===== src/rtl/mips16_pkg.sv =====
// mips16_pkg: shared definitions for the 16-bit MIPS pipeline.
//   WORD_W           - datapath / instruction word width
//   RESET_PC_DEFAULT - default PC after reset
//   NOP_INSTR        - default bubble instruction word
//   fetch_state_e    - fetch FSM encoding (BOOT, RUN, HALT)
package mips16_pkg;
  localparam int WORD_W = 16;
  localparam logic [WORD_W-1:0] RESET_PC_DEFAULT = 16'h0000;
  localparam logic [WORD_W-1:0] NOP_INSTR        = 16'h0000;

  typedef enum logic [1:0] {
    BOOT = 2'd0,
    RUN  = 2'd1,
    HALT = 2'd2
  } fetch_state_e;
endpackage


===== src/rtl/Full_Adder_2s_16Bits.sv =====
// Full_Adder_2s_16Bits: 16-bit two's-complement adder.
//   X, Y  - operands
//   cin   - carry in
//   S     - sum (modulo 2^16)
//   cout  - carry out
module Full_Adder_2s_16Bits (
  input  logic [15:0] X,
  input  logic [15:0] Y,
  input  logic        cin,
  output logic [15:0] S,
  output logic        cout
);
  assign {cout, S} = {1'b0, X} + {1'b0, Y} + {16'd0, cin};
endmodule


===== src/rtl/mips16_if_id_reg.sv =====
// mips16_if_id_reg: IF/ID pipeline register.
//   clk_i, reset_i  - clock, synchronous active-high reset (clears to NOP)
//   load_i          - capture instr_i / pc_inc_i and mark valid
//   flush_i         - replace contents with a NOP bubble (wins over load_i)
//   instr_i, pc_inc_i - fetched word and its PC+1
//   instr_o, pc_inc_o, valid_o - registered outputs to decode
// Neither load nor flush holds the current contents.
module mips16_if_id_reg
  import mips16_pkg::*;
#(
  parameter logic [WORD_W-1:0] NOP_WORD = NOP_INSTR
) (
  input  logic              clk_i,
  input  logic              reset_i,
  input  logic              load_i,
  input  logic              flush_i,
  input  logic [WORD_W-1:0] instr_i,
  input  logic [WORD_W-1:0] pc_inc_i,
  output logic [WORD_W-1:0] instr_o,
  output logic [WORD_W-1:0] pc_inc_o,
  output logic              valid_o
);
  logic [WORD_W-1:0] instr_q, pc_inc_q;
  logic              valid_q;

  always_ff @(posedge clk_i) begin
    if (reset_i || flush_i) begin
      instr_q  <= NOP_WORD;
      pc_inc_q <= '0;
      valid_q  <= 1'b0;
    end else if (load_i) begin
      instr_q  <= instr_i;
      pc_inc_q <= pc_inc_i;
      valid_q  <= 1'b1;
    end
  end

  assign instr_o  = instr_q;
  assign pc_inc_o = pc_inc_q;
  assign valid_o  = valid_q;
endmodule


===== src/rtl/mips16_fetch_stage.sv =====
// mips16_fetch_stage: instruction fetch + IF/ID register.
//   clk, reset            - clock, synchronous active-high reset
//   imem_addr / imem_data - word address out, instruction word back (same cycle)
//   stall, halt, resume   - hazard hold, stop fetching, leave HALT
//   branch_taken/_target  - EX redirect (highest priority)
//   jump/jump_target      - ID redirect
//   pc, fetch_state       - current PC and FSM state (debug)
//   if_id_instr/_pc_inc/_valid - IF/ID contents to decode
// Optional feature macro MIPS16_FETCH_PERF_EN adds perf_fetched and
// perf_stalled 16-bit wrapping counters.
module mips16_fetch_stage #(
  parameter logic [15:0] RESET_PC  = mips16_pkg::RESET_PC_DEFAULT,
  parameter logic [15:0] NOP_INSTR = mips16_pkg::NOP_INSTR
) (
  input  logic        clk,
  input  logic        reset,
  output logic [15:0] imem_addr,
  input  logic [15:0] imem_data,
  input  logic        stall,
  input  logic        halt,
  input  logic        resume,
  input  logic        branch_taken,
  input  logic [15:0] branch_target,
  input  logic        jump,
  input  logic [15:0] jump_target,
  output logic [15:0] pc,
  output logic [15:0] if_id_instr,
  output logic [15:0] if_id_pc_inc,
  output logic        if_id_valid,
  output logic [1:0]  fetch_state
`ifdef MIPS16_FETCH_PERF_EN
  ,
  output logic [15:0] perf_fetched,
  output logic [15:0] perf_stalled
`endif
);
  import mips16_pkg::*;

  localparam logic [WORD_W-1:0] ONE = 16'h0001;

  fetch_state_e      state_q, state_d;
  logic [WORD_W-1:0] pc_q, pc_d, pc_inc;
  logic              pc_carry_unused;
  logic              redirect, halt_take, ifid_load, ifid_flush;

  assign redirect  = branch_taken | jump;
  // A halt coinciding with a redirect is dropped; it must still be high next cycle.
  assign halt_take = (state_q == RUN) & halt & ~redirect;

  Full_Adder_2s_16Bits u_pc_inc (
    .X    (pc_q),
    .Y    (ONE),
    .cin  (1'b0),
    .S    (pc_inc),
    .cout (pc_carry_unused)
  );

  always_comb begin
    state_d = state_q;
    case (state_q)
      BOOT:    state_d = RUN;
      RUN:     if (halt_take) state_d = HALT;
      HALT:    if (resume) state_d = RUN;
      default: state_d = BOOT;
    endcase
  end

  // Entering HALT also holds the PC so the word at the halt point is the
  // first one fetched after resume.
  always_comb begin
    pc_d = pc_inc;
    if (branch_taken)                                 pc_d = branch_target;
    else if (jump)                                    pc_d = jump_target;
    else if (stall || (state_q != RUN) || halt_take)  pc_d = pc_q;
  end

  always_ff @(posedge clk) begin
    if (reset) begin
      state_q <= BOOT;
      pc_q    <= RESET_PC;
    end else begin
      state_q <= state_d;
      pc_q    <= pc_d;
    end
  end

  // Redirect flushes even under stall; otherwise stall holds; a non-RUN or
  // halting cycle inserts a bubble.
  assign ifid_load  = ~redirect & ~stall & (state_q == RUN) & ~halt;
  assign ifid_flush = redirect | (~stall & ~ifid_load);

  mips16_if_id_reg #(.NOP_WORD(NOP_INSTR)) u_if_id (
    .clk_i    (clk),
    .reset_i  (reset),
    .load_i   (ifid_load),
    .flush_i  (ifid_flush),
    .instr_i  (imem_data),
    .pc_inc_i (pc_inc),
    .instr_o  (if_id_instr),
    .pc_inc_o (if_id_pc_inc),
    .valid_o  (if_id_valid)
  );

  assign imem_addr   = pc_q;
  assign pc          = pc_q;
  assign fetch_state = state_q;

`ifdef MIPS16_FETCH_PERF_EN
  logic [15:0] perf_fetched_q, perf_stalled_q;

  always_ff @(posedge clk) begin
    if (reset) begin
      perf_fetched_q <= '0;
      perf_stalled_q <= '0;
    end else begin
      if (ifid_load)                 perf_fetched_q <= perf_fetched_q + 16'd1;
      if (stall && (state_q == RUN)) perf_stalled_q <= perf_stalled_q + 16'd1;
    end
  end

  assign perf_fetched = perf_fetched_q;
  assign perf_stalled = perf_stalled_q;
`endif
endmodule


===== config.mk =====
export PLATFORM = sky130hd
export DESIGN_NAME = mips16_fetch_stage
export DESIGN_NICKNAME = d
export VERILOG_FILES = /design/src/rtl/mips16_pkg.sv /design/src/rtl/Full_Adder_2s_16Bits.sv /design/src/rtl/mips16_if_id_reg.sv /design/src/rtl/mips16_fetch_stage.sv
export SDC_FILE = /design/constraint.sdc
export NUM_CORES = 1
export LEC_CHECK = 0
export ABC_AREA = 1
export CAP_MARGIN = 40
export CORE_ASPECT_RATIO = 2
export CORE_MARGIN = 3
export CORE_UTILIZATION = 63
export DETAILED_ROUTE_END_ITERATION = 8
export DONT_BUFFER_PORTS = 1
export GPL_TIMING_DRIVEN = 0
export PLACE_DENSITY_LB_ADDON = 0.25
export SLEW_MARGIN = 5
export SYNTH_ARGS = -nofsm -noshare
export SYNTH_HDL_FRONTEND = slang
export SYNTH_SLANG_ARGS = --single-unit

===== constraint.sdc =====
create_clock -name clk -period 1.9 [get_ports clk]
set_clock_uncertainty 0.2 [all_clocks]
set_input_delay 0.38 -clock clk [delete_from_list [all_inputs] [get_ports clk]]
set_output_delay 0.38 -clock clk [all_outputs]
set_load 0.1 [all_outputs]

==> results of run 1 <==
[worst max path at each step]
| stage | from | endpoint | slack, ns | depth (start not counted) |
|---|---|---|---|---|
| 2_1_floorplan | imem_addr[2] | u_if_id.pc_inc_o[10] | 0.07 | 7 |
| 3_3_place_gp | imem_addr[4] | u_if_id.pc_inc_o[15] | -0.15 | 7 |
| 3_5_place_dp | fetch_state[0] | u_if_id.pc_inc_o[9] | -0.20 | 9 |
| 4_1_cts | imem_addr[3] | u_if_id.pc_inc_o[15] | -0.008 | 7 |
| 5_1_grt | imem_addr[0] | imem_addr[14] | -0.08 | 8 |
| 6_report | imem_addr[3] | imem_addr[9] | -0.03 | 9 |
[where the power goes]
group	leakage (nW)	switching [mW]	internal, mW
combinational	1.12	0.415	0.139
clock	0.0403	0.367	0.253
sequential	0.426	0.302	1.10
[per-layer routing]
layer	track usage (%)	vias up
met4	30.1	0
met1	40.2	1393
met2	65.5	280
met3	10.5	71
li1	-	1332
met5	0	-
[registers in the layout, summed over array words and instances (netlist names)]
name,count
u_if_id.pc_inc_o,16
u_if_id.valid_o,1
imem_addr,16
u_if_id.instr_o,16
fetch_state,2
[per-stage QoR]
step	instance area [µm²]	instances
floorplan	2700	385
global placement	2770	436
detailed placement	3260	469
CTS	3470	481
global route	3590	484
finish	3590	484
[cell families after synthesis]
group	after synthesis	share of synthesized area (%)
adder cells (fa/ha/maj)	1	0.468
XOR/XNOR	7	2.29
AND/OR/NAND/NOR	162	25.9
AO/OA/AOI/OAI	97	18.9
flip-flops	51	38.2
buffers and inverters	67	14.2
[critical path: cells and delay by family, from the launching register on]
family          cells  cell delay, ns
flops               1            0.60
compound gates      1            0.06
buf+inv             1            0.10
simple gates        7            0.84
[layout by cell type (no fill, tap or decap), types with 6 or more instances in the layout]
| cell | netlist | routed |
|---|---|---|
| dfxtp_1 | 51 | 33 |
| dfxtp_4 | 0 | 18 |
| nand3_1 | 23 | 19 |
| o211ai_1 | 6 | 6 |
| a21oi_1 | 41 | 38 |
| inv_1 | 27 | 26 |
| nor2_1 | 80 | 73 |
| nand2_1 | 47 | 42 |
| buf_6 | 7 | 10 |
| buf_8 | 0 | 33 |
| buf_4 | 19 | 24 |
| nor2_4 | 1 | 6 |
| o21ai_0 | 44 | 43 |
[timing repair]
action | 4_1_cts | 5_1_grt
hold endpoints to repair | 2 | 0
setup buffers | 2 | 3
resized for setup | 30 | 30
gates cloned | 1 | 0
hold buffers | 1 | 0
endpoints found under the setup margin | 61 | 39
pin swaps | 3 | 5
[area by class of cell]
| type | instances | area share, % |
|---|---|---|
| inverter | 33 | 3.59 |
| buffer | 34 | 7.66 |
| clock inverter | 2 | 0.209 |
| clock buffer | 6 | 2.02 |
| sequential | 51 | 30.3 |
| tap | 51 | 1.78 |
| timing repair buffer | 40 | 15.3 |
| multi-input combinational | 267 | 39.2 |
==> results.txt, run 1 <==
Status - complete, but fails checks
Failing checks - negative setup slack
Area contributors post-synth - dfxtp_1, nor2_1, o21ai_0
Worst R2R Path Depth - 9
Leakage - 1.59 nW
#FFs+latches synth - 51
Post-synth top flop - dfxtp_1
Tcrit/Tclk final - 102%
Crit path DAT - 1.92 ns
Floorplan row count - 32
Utilization after layout - 90.7%
Slew HR - 58.5%
Area delta synth->final - 34.4%
Hold Crit Depth - 2
Total CTS buffers - 5
Reg area - 1090 µm²
Largest net degree at the start of global routing - 15
CP max stage cell - dfxtp_4
Pre-CTS setup slack - -0.199 ns
Most numerous cell in the Yosys netlist - nor2_1
Fin crit period - 1.93 ns
CP Class - reg -> reg
P per Cell Area - 717 nW/µm²
Root Driver - clkbuf_8
Drt total wl - 10.5 mm
# IOs - 122
Post-route setup slack - -0.0309 ns
Slew @ Worst Pin - 0.622 ns
Final setup vio count - 1
First-pass GRT wire length - 15.1 mm
Biggest area consumer among synthesized cells - dfxtp_1
Crit path largest cell delay - 0.60 ns
Initial antenna violation count - 0
Number of remaining DRC errors - 0
Syn_area_per_cell - 6.94 µm²
Final Hold Fails - 0
Reg2reg end - imem_addr[9]
Layout filler cell count - 160
VDD IR-drop max - 0.000707 V
CTS max path bufs - 2
M1 WL - 3.30 mm
Post-DP HPWL - 7.06 mm
Clk_lat worst skew - 0.31 ns
Tot GR Track Use - 39.6%
Gpl congestion - 0.932
Initial core utilization - 67.5%
Die height - 98.1 µm
Syn. warnings - 0
Number of flops mapped to enable cells by yosys - 0
Unrepaired setup endpoints after global routing - true
Post-synthesis sequential area ratio - 38.2%
PortBufs - 0
Critical path launch point type - register
Global route overflow - 0
Worst reg2reg setup slack - -0.03 ns
Multi-input logic area - 1410 µm²
Clock transition at path regs - 0.10 ns
Post-synthesis instance total - 385
Critical Path RT - 1.89 ns
Final setup TNS - -0.0309 ns
Fraction of layout cells with a size suffix above 1 - 30.0%
Via Count - 3076
Post-synth top cells - nor2_1, dfxtp_1, nand2_1
Total Power - 2.58 mW
Synth top area share - 38.2%
Highest routed layer - met4
Worst r2r src - imem_addr[3]
Top cell by count, worst path - nand2_1
Total die area - 5110 µm²
Vias in the first global route - 3131
TritonRoute pass-1 iters - 6
Max Fclk - 0.518 GHz
Die width - 52.1 µm
Crit end category - register
Synthesized cell area - 2670 µm²
Final Slew Violations - 0
DRT iter0 DRCs - 247
Met2 routed WL - 5.40 mm
Post-synthesis net count - 441
Post-synth cell types - 27
Endpoint, Worst Hold - u_if_id.instr_o[0]
Nets - 488
Routed met3 length - 1.08 mm
Core area - 3960 µm²
Max Cap Violations - 0
WL/cell - 21.8 µm
Hold/Removal Path Class - in -> reg
CTS tree - built
Detail Route Antenna Nets - 0
Crit-path max FO - 6
Antenna cells - 0
Num Clock Sinks - 51
Min-Delay Startpoint - imem_data[0]
Fin Hold WS - 0.0150 ns
DR vias/cell - 6.36
H-tree depth - 2
Ys async rst share - 0%
Critical-path cell list - nand2_2 > inv_1 > nand2_1 > nor2_1 > nand3_1 > nand2_1 > nand2_1 > nand2_1 > a21oi_1
Power figures use the tool's default switching activity.
==> run 2: changes to the inputs <==
ABC_AREA = not set   (was 1)
CORE_UTILIZATION = 65   (was 63)
CTS_BUF_LIST = sky130_fd_sc_hd__clkbuf_4 sky130_fd_sc_hd__clkbuf_8   (was not set)
==> results.txt, run 2 <==
Status - aborted with a tool error
Fail Step - 4_1_cts
Error - [ERROR DPL-0038] Utilization greater than 100%, impossible to legalize
Syn. warnings - 0 (unchanged)
Synth top area share - 37.6% (-0.58 points)
Largest family of logic cells by synthesized area - simple AND/OR/NAND/NOR gates
Dpl cells - 409 (-13%)
Post-synthesis mux area share - 0.369% (+0.37 points)
# IOs - 122 (unchanged)
Initial core utilization - 69.2% (+1.7 points)
Simple-gate share of the synthesized area - 24.3% (-1.6 points)
PortBufs - 0 (unchanged)
CTS max path bufs - 2 (unchanged)
Root Driver - clkbuf_8
Area share of fa/ha/maj cells after synthesis - 0.461% (-0.0071 points)
Total CTS buffers - 5 (unchanged)
Floorplan row count - 32 (unchanged)
Die height - 97.4 µm (-0.74%)
Ys async rst share - 0% (unchanged)
Postcts setup bufs - 19 (+17)
Post-synthesis net count - 381 (-14%)
Post-synthesis sequential area ratio - 37.6% (-0.58 points)
Post-CTS resize count - 57 (+90%)
Pre-CTS setup slack - -0.328 ns (-0.129 ns)
Biggest area consumer among synthesized cells - dfxtp_1
Hold_buf cts - 3 (+2)
Post-DP HPWL - 6.67 mm (-5.5%)
Num Clock Sinks - 51 (unchanged)
Gpl congestion - 0.951 (+2.0%)
Post-synthesis instance total - 325 (-16%)
Area contributors post-synth - dfxtp_1, nand2_1, buf_4
Post-synth cell types - 52 (+93%)
Post-synth top cells - dfxtp_1, nand2_1, nor2_1
Number of flops mapped to enable cells by yosys - 0 (unchanged)
#FFs+latches synth - 51 (unchanged)
Most numerous cell in the Yosys netlist - dfxtp_1
Syn_area_per_cell - 8.35 µm² (+20%)
H-tree depth - 2 (unchanged)
Post-synth top flop - dfxtp_1
Compound-Gate Fraction of Synth Area - 24.1% (+5.2 points)
Post-synthesis xor/xnor area fraction - 3.55% (+1.3 points)
Synthesized cell area - 2720 µm² (+1.5%)
Die width - 51.7 µm (-0.70%)
## run 2: changes by cell type after synthesis, moves of 8 or more
cell and delta:
nor3_1 +10, nor2_1 -46, nand3_1 -18, a211oi_1 +8
a21oi_1 -12, o21ai_0 -39, a211oi_2 +8, inv_1 -19
## run 2: cell families after synthesis
family | Yosys count
adders and majority gates | 1
and+or+nand+nor | 128
DFF | 51
xor gates and xnor gates | 11
buffers and inverters | 44
muxes | 1
AOI/OAI and AO/OA | 89
## run 2: metrics by stage
stage	util (%)	instance area, µm²
after global placement	73.9	2900
after floorplan	-	2840
after detailed placement	86.8	3410
==> run 3: changes to the inputs <==
CORE_ASPECT_RATIO = not set   (was 2)
CORE_UTILIZATION = 40   (was 65)
CTS_BUF_LIST = not set   (was sky130_fd_sc_hd__clkbuf_4 sky130_fd_sc_hd__clkbuf_8)
PLACE_DENSITY_LB_ADDON = 0.15   (was 0.25)
==> results.txt, run 3 <==
Final setup vio count - 48
CTS max path bufs - 2 (unchanged)
Gpl congestion - 0.811 (-15%)
Crit-path max FO - 9
Worst R2R Path Depth - 6
P per Cell Area - 618 nW/µm²
Die width - 88.4 µm (+71%)
Worst r2r src - fetch_state[0]
Crit path to - u_if_id.instr_o[10]
Slew HR - 57.0%
Global route overflow - 0
Commonest non-fill, non-tap cells in the layout - nand2_1, dfxtp_1, nor2_1
Clk_lat worst skew - 0.31 ns
H-tree depth - 2 (unchanged)
CP startpoint - fetch_state[0]
Worst reg2reg setup slack - -0.20 ns
Leakage - 1.53 nW
VDD IR-drop max - 0.000320 V
Total CTS buffers - 5 (unchanged)
Critical Path RT - 1.95 ns
Max Fclk - 0.475 GHz
CP Class - reg -> reg
Synthesized cell area - 2720 µm² (unchanged)
# IOs - 122 (unchanged)
Vias in the first global route - 2597
Crit end category - register
Drt total wl - 8.96 mm
Nets - 458
Post-synth top flop - dfxtp_1
WL/cell - 18.7 µm
Post-synthesis sequential area ratio - 37.6% (unchanged)
DR vias/cell - 5.67
Number of flops mapped to enable cells by yosys - 0 (unchanged)
Post-route setup slack - -0.203 ns
Post-synth top cells - dfxtp_1, nand2_1, nor2_1
Floorplan row count - 29 (-9.4%)
Area contributors post-synth - dfxtp_1, nand2_1, buf_4
Critical path launch point type - register
First-pass GRT wire length - 13.4 mm
Most common cell after layout, fill and taps aside - nand2_1
Ys async rst share - 0% (unchanged)
CTS tree - built
Via Count - 2723
Status - complete, but fails checks
Most numerous cell in the Yosys netlist - dfxtp_1
Num Clock Sinks - 51 (unchanged)
Post-synthesis net count - 381 (unchanged)
Initial core utilization - 42.0% (-27 points)
Die height - 88.4 µm (-9.3%)
Max Cap Violations - 0
Biggest area consumer among synthesized cells - dfxtp_1
CP max stage cell - dfxtp_4
Crit path DAT - 2.15 ns
Hold/Removal Path Class - in -> reg
Initial antenna violation count - 0
Reg2reg end - u_if_id.instr_o[10]
Detail Route Antenna Nets - 0
DRT iter0 DRCs - 126
Root Driver - clkbuf_8
Post-synthesis instance total - 325 (unchanged)
Largest net degree at the start of global routing - 17
Failing checks - negative setup slack
Layout filler cell count - 526
Fin Hold WS - 0.00999 ns
Dpl cells - 435 (+6.4%)
Total die area - 7810 µm²
TritonRoute pass-1 iters - 4
Syn_area_per_cell - 8.35 µm² (unchanged)
Tot GR Track Use - 22.1%
Unrepaired setup endpoints after global routing - true
Total Power - 2.61 mW
Fin cells - 480
Post-DP HPWL - 6.16 mm (-7.7%)
Final Slew Violations - 0
PortBufs - 0 (unchanged)
#FFs+latches synth - 51 (unchanged)
Crit path largest cell delay - 0.57 ns
Final Hold Fails - 0
Area delta synth->final - 55.4%
Clock transition at path regs - 0.10 ns
Tcrit/Tclk final - 111%
Core area - 6460 µm²
Slew @ Worst Pin - 0.642 ns
Syn. warnings - 0 (unchanged)
Post-synth cell types - 52 (unchanged)
Synth top area share - 37.6% (unchanged)
Fraction of layout cells with a size suffix above 1 - 39.7%
Number of remaining DRC errors - 0
Critical-path cell list - or4b_4 > buf_12 > nor2_4 > buf_6 > nand2_1 > a21oi_2
Fin crit period - 2.10 ns
Antenna cells - 0
==> run 3: power breakdown <==
| group | internal [mW] | switching [mW] |
|---|---|---|
| logic | 0.173 | 0.368 |
| clock network | 0.300 | 0.392 |
| registers | 1.10 | 0.277 |
==> run 3: layer usage <==
metal  track usage [%]  part of all wire [%]
met3              5.12                   6.2
met2              37.4                    50
met4              4.81                   1.0
met1              28.7                    43
met5                 0                     0
==> run 3: worst min path at each step <==
stage	from	to	cells past startpoint
floorplan	reset	imem_addr[5]	1
global placement	reset	imem_addr[5]	1
detailed placement	reset	imem_addr[5]	1
CTS	imem_data[15]	u_if_id.instr_o[15]	2
global route	imem_data[9]	u_if_id.instr_o[9]	2
finish	imem_data[15]	u_if_id.instr_o[15]	2
==> run 3: through the flow <==
stage	cell area [µm²]	util, %	TNS, ns	setup WS [ns]
after global routing	4220	65.3	-9.44	-0.267
after CTS	4050	62.7	-6.11	-0.179
after detailed placement	3550	55.0	-9.24	-0.299
after floorplan	2840	-	-0.762	-0.0713
after global placement	2930	45.4	-9.28	-0.326
final	4220	65.3	-6.52	-0.203
==> run 3: timing repair <==
item,in CTS,in global routing
cloned,5,1
hold buffers,11,1
pin swaps,4,16
buffers inserted,14,5
gates resized for setup,38,28
hold endpoints to repair,13,1
endpoints found under the setup margin,52,50
==> run 3: cells by family after synthesis <==
logic type	after synthesis	synth area share [%]
muxes	1	0.369
AOI/OAI and AO/OA	89	24.1
adders and majority gates	1	0.461
xor gates and xnor gates	11	3.55
and+or+nand+nor	128	24.3
DFF	51	37.6
buffers and inverters	44	9.68
==> run 3: final cells by class <==
type                            instances  area, µm²  share of cell area (%)
Multi-Input combinational cell        231       1640                    39.0
Sequential cell                        51       1090                    25.8
Timing Repair Buffer                   69        951                    22.5
Buffer                                 36        312                    7.38
Tap cell                               77       96.3                    2.28
Clock buffer                            6       82.6                    1.96
Inverter                                8       30.0                   0.712
Clock inverter                          2       15.0                   0.356
==> run 3: critical path, delay by kind of cell (launching register included) <==
family | cells | cell delay, ns
buffers and inverters | 2 | 0.33
DFF | 1 | 0.57
AOI/OAI and AO/OA | 1 | 0.13
and+or+nand+nor | 3 | 0.81
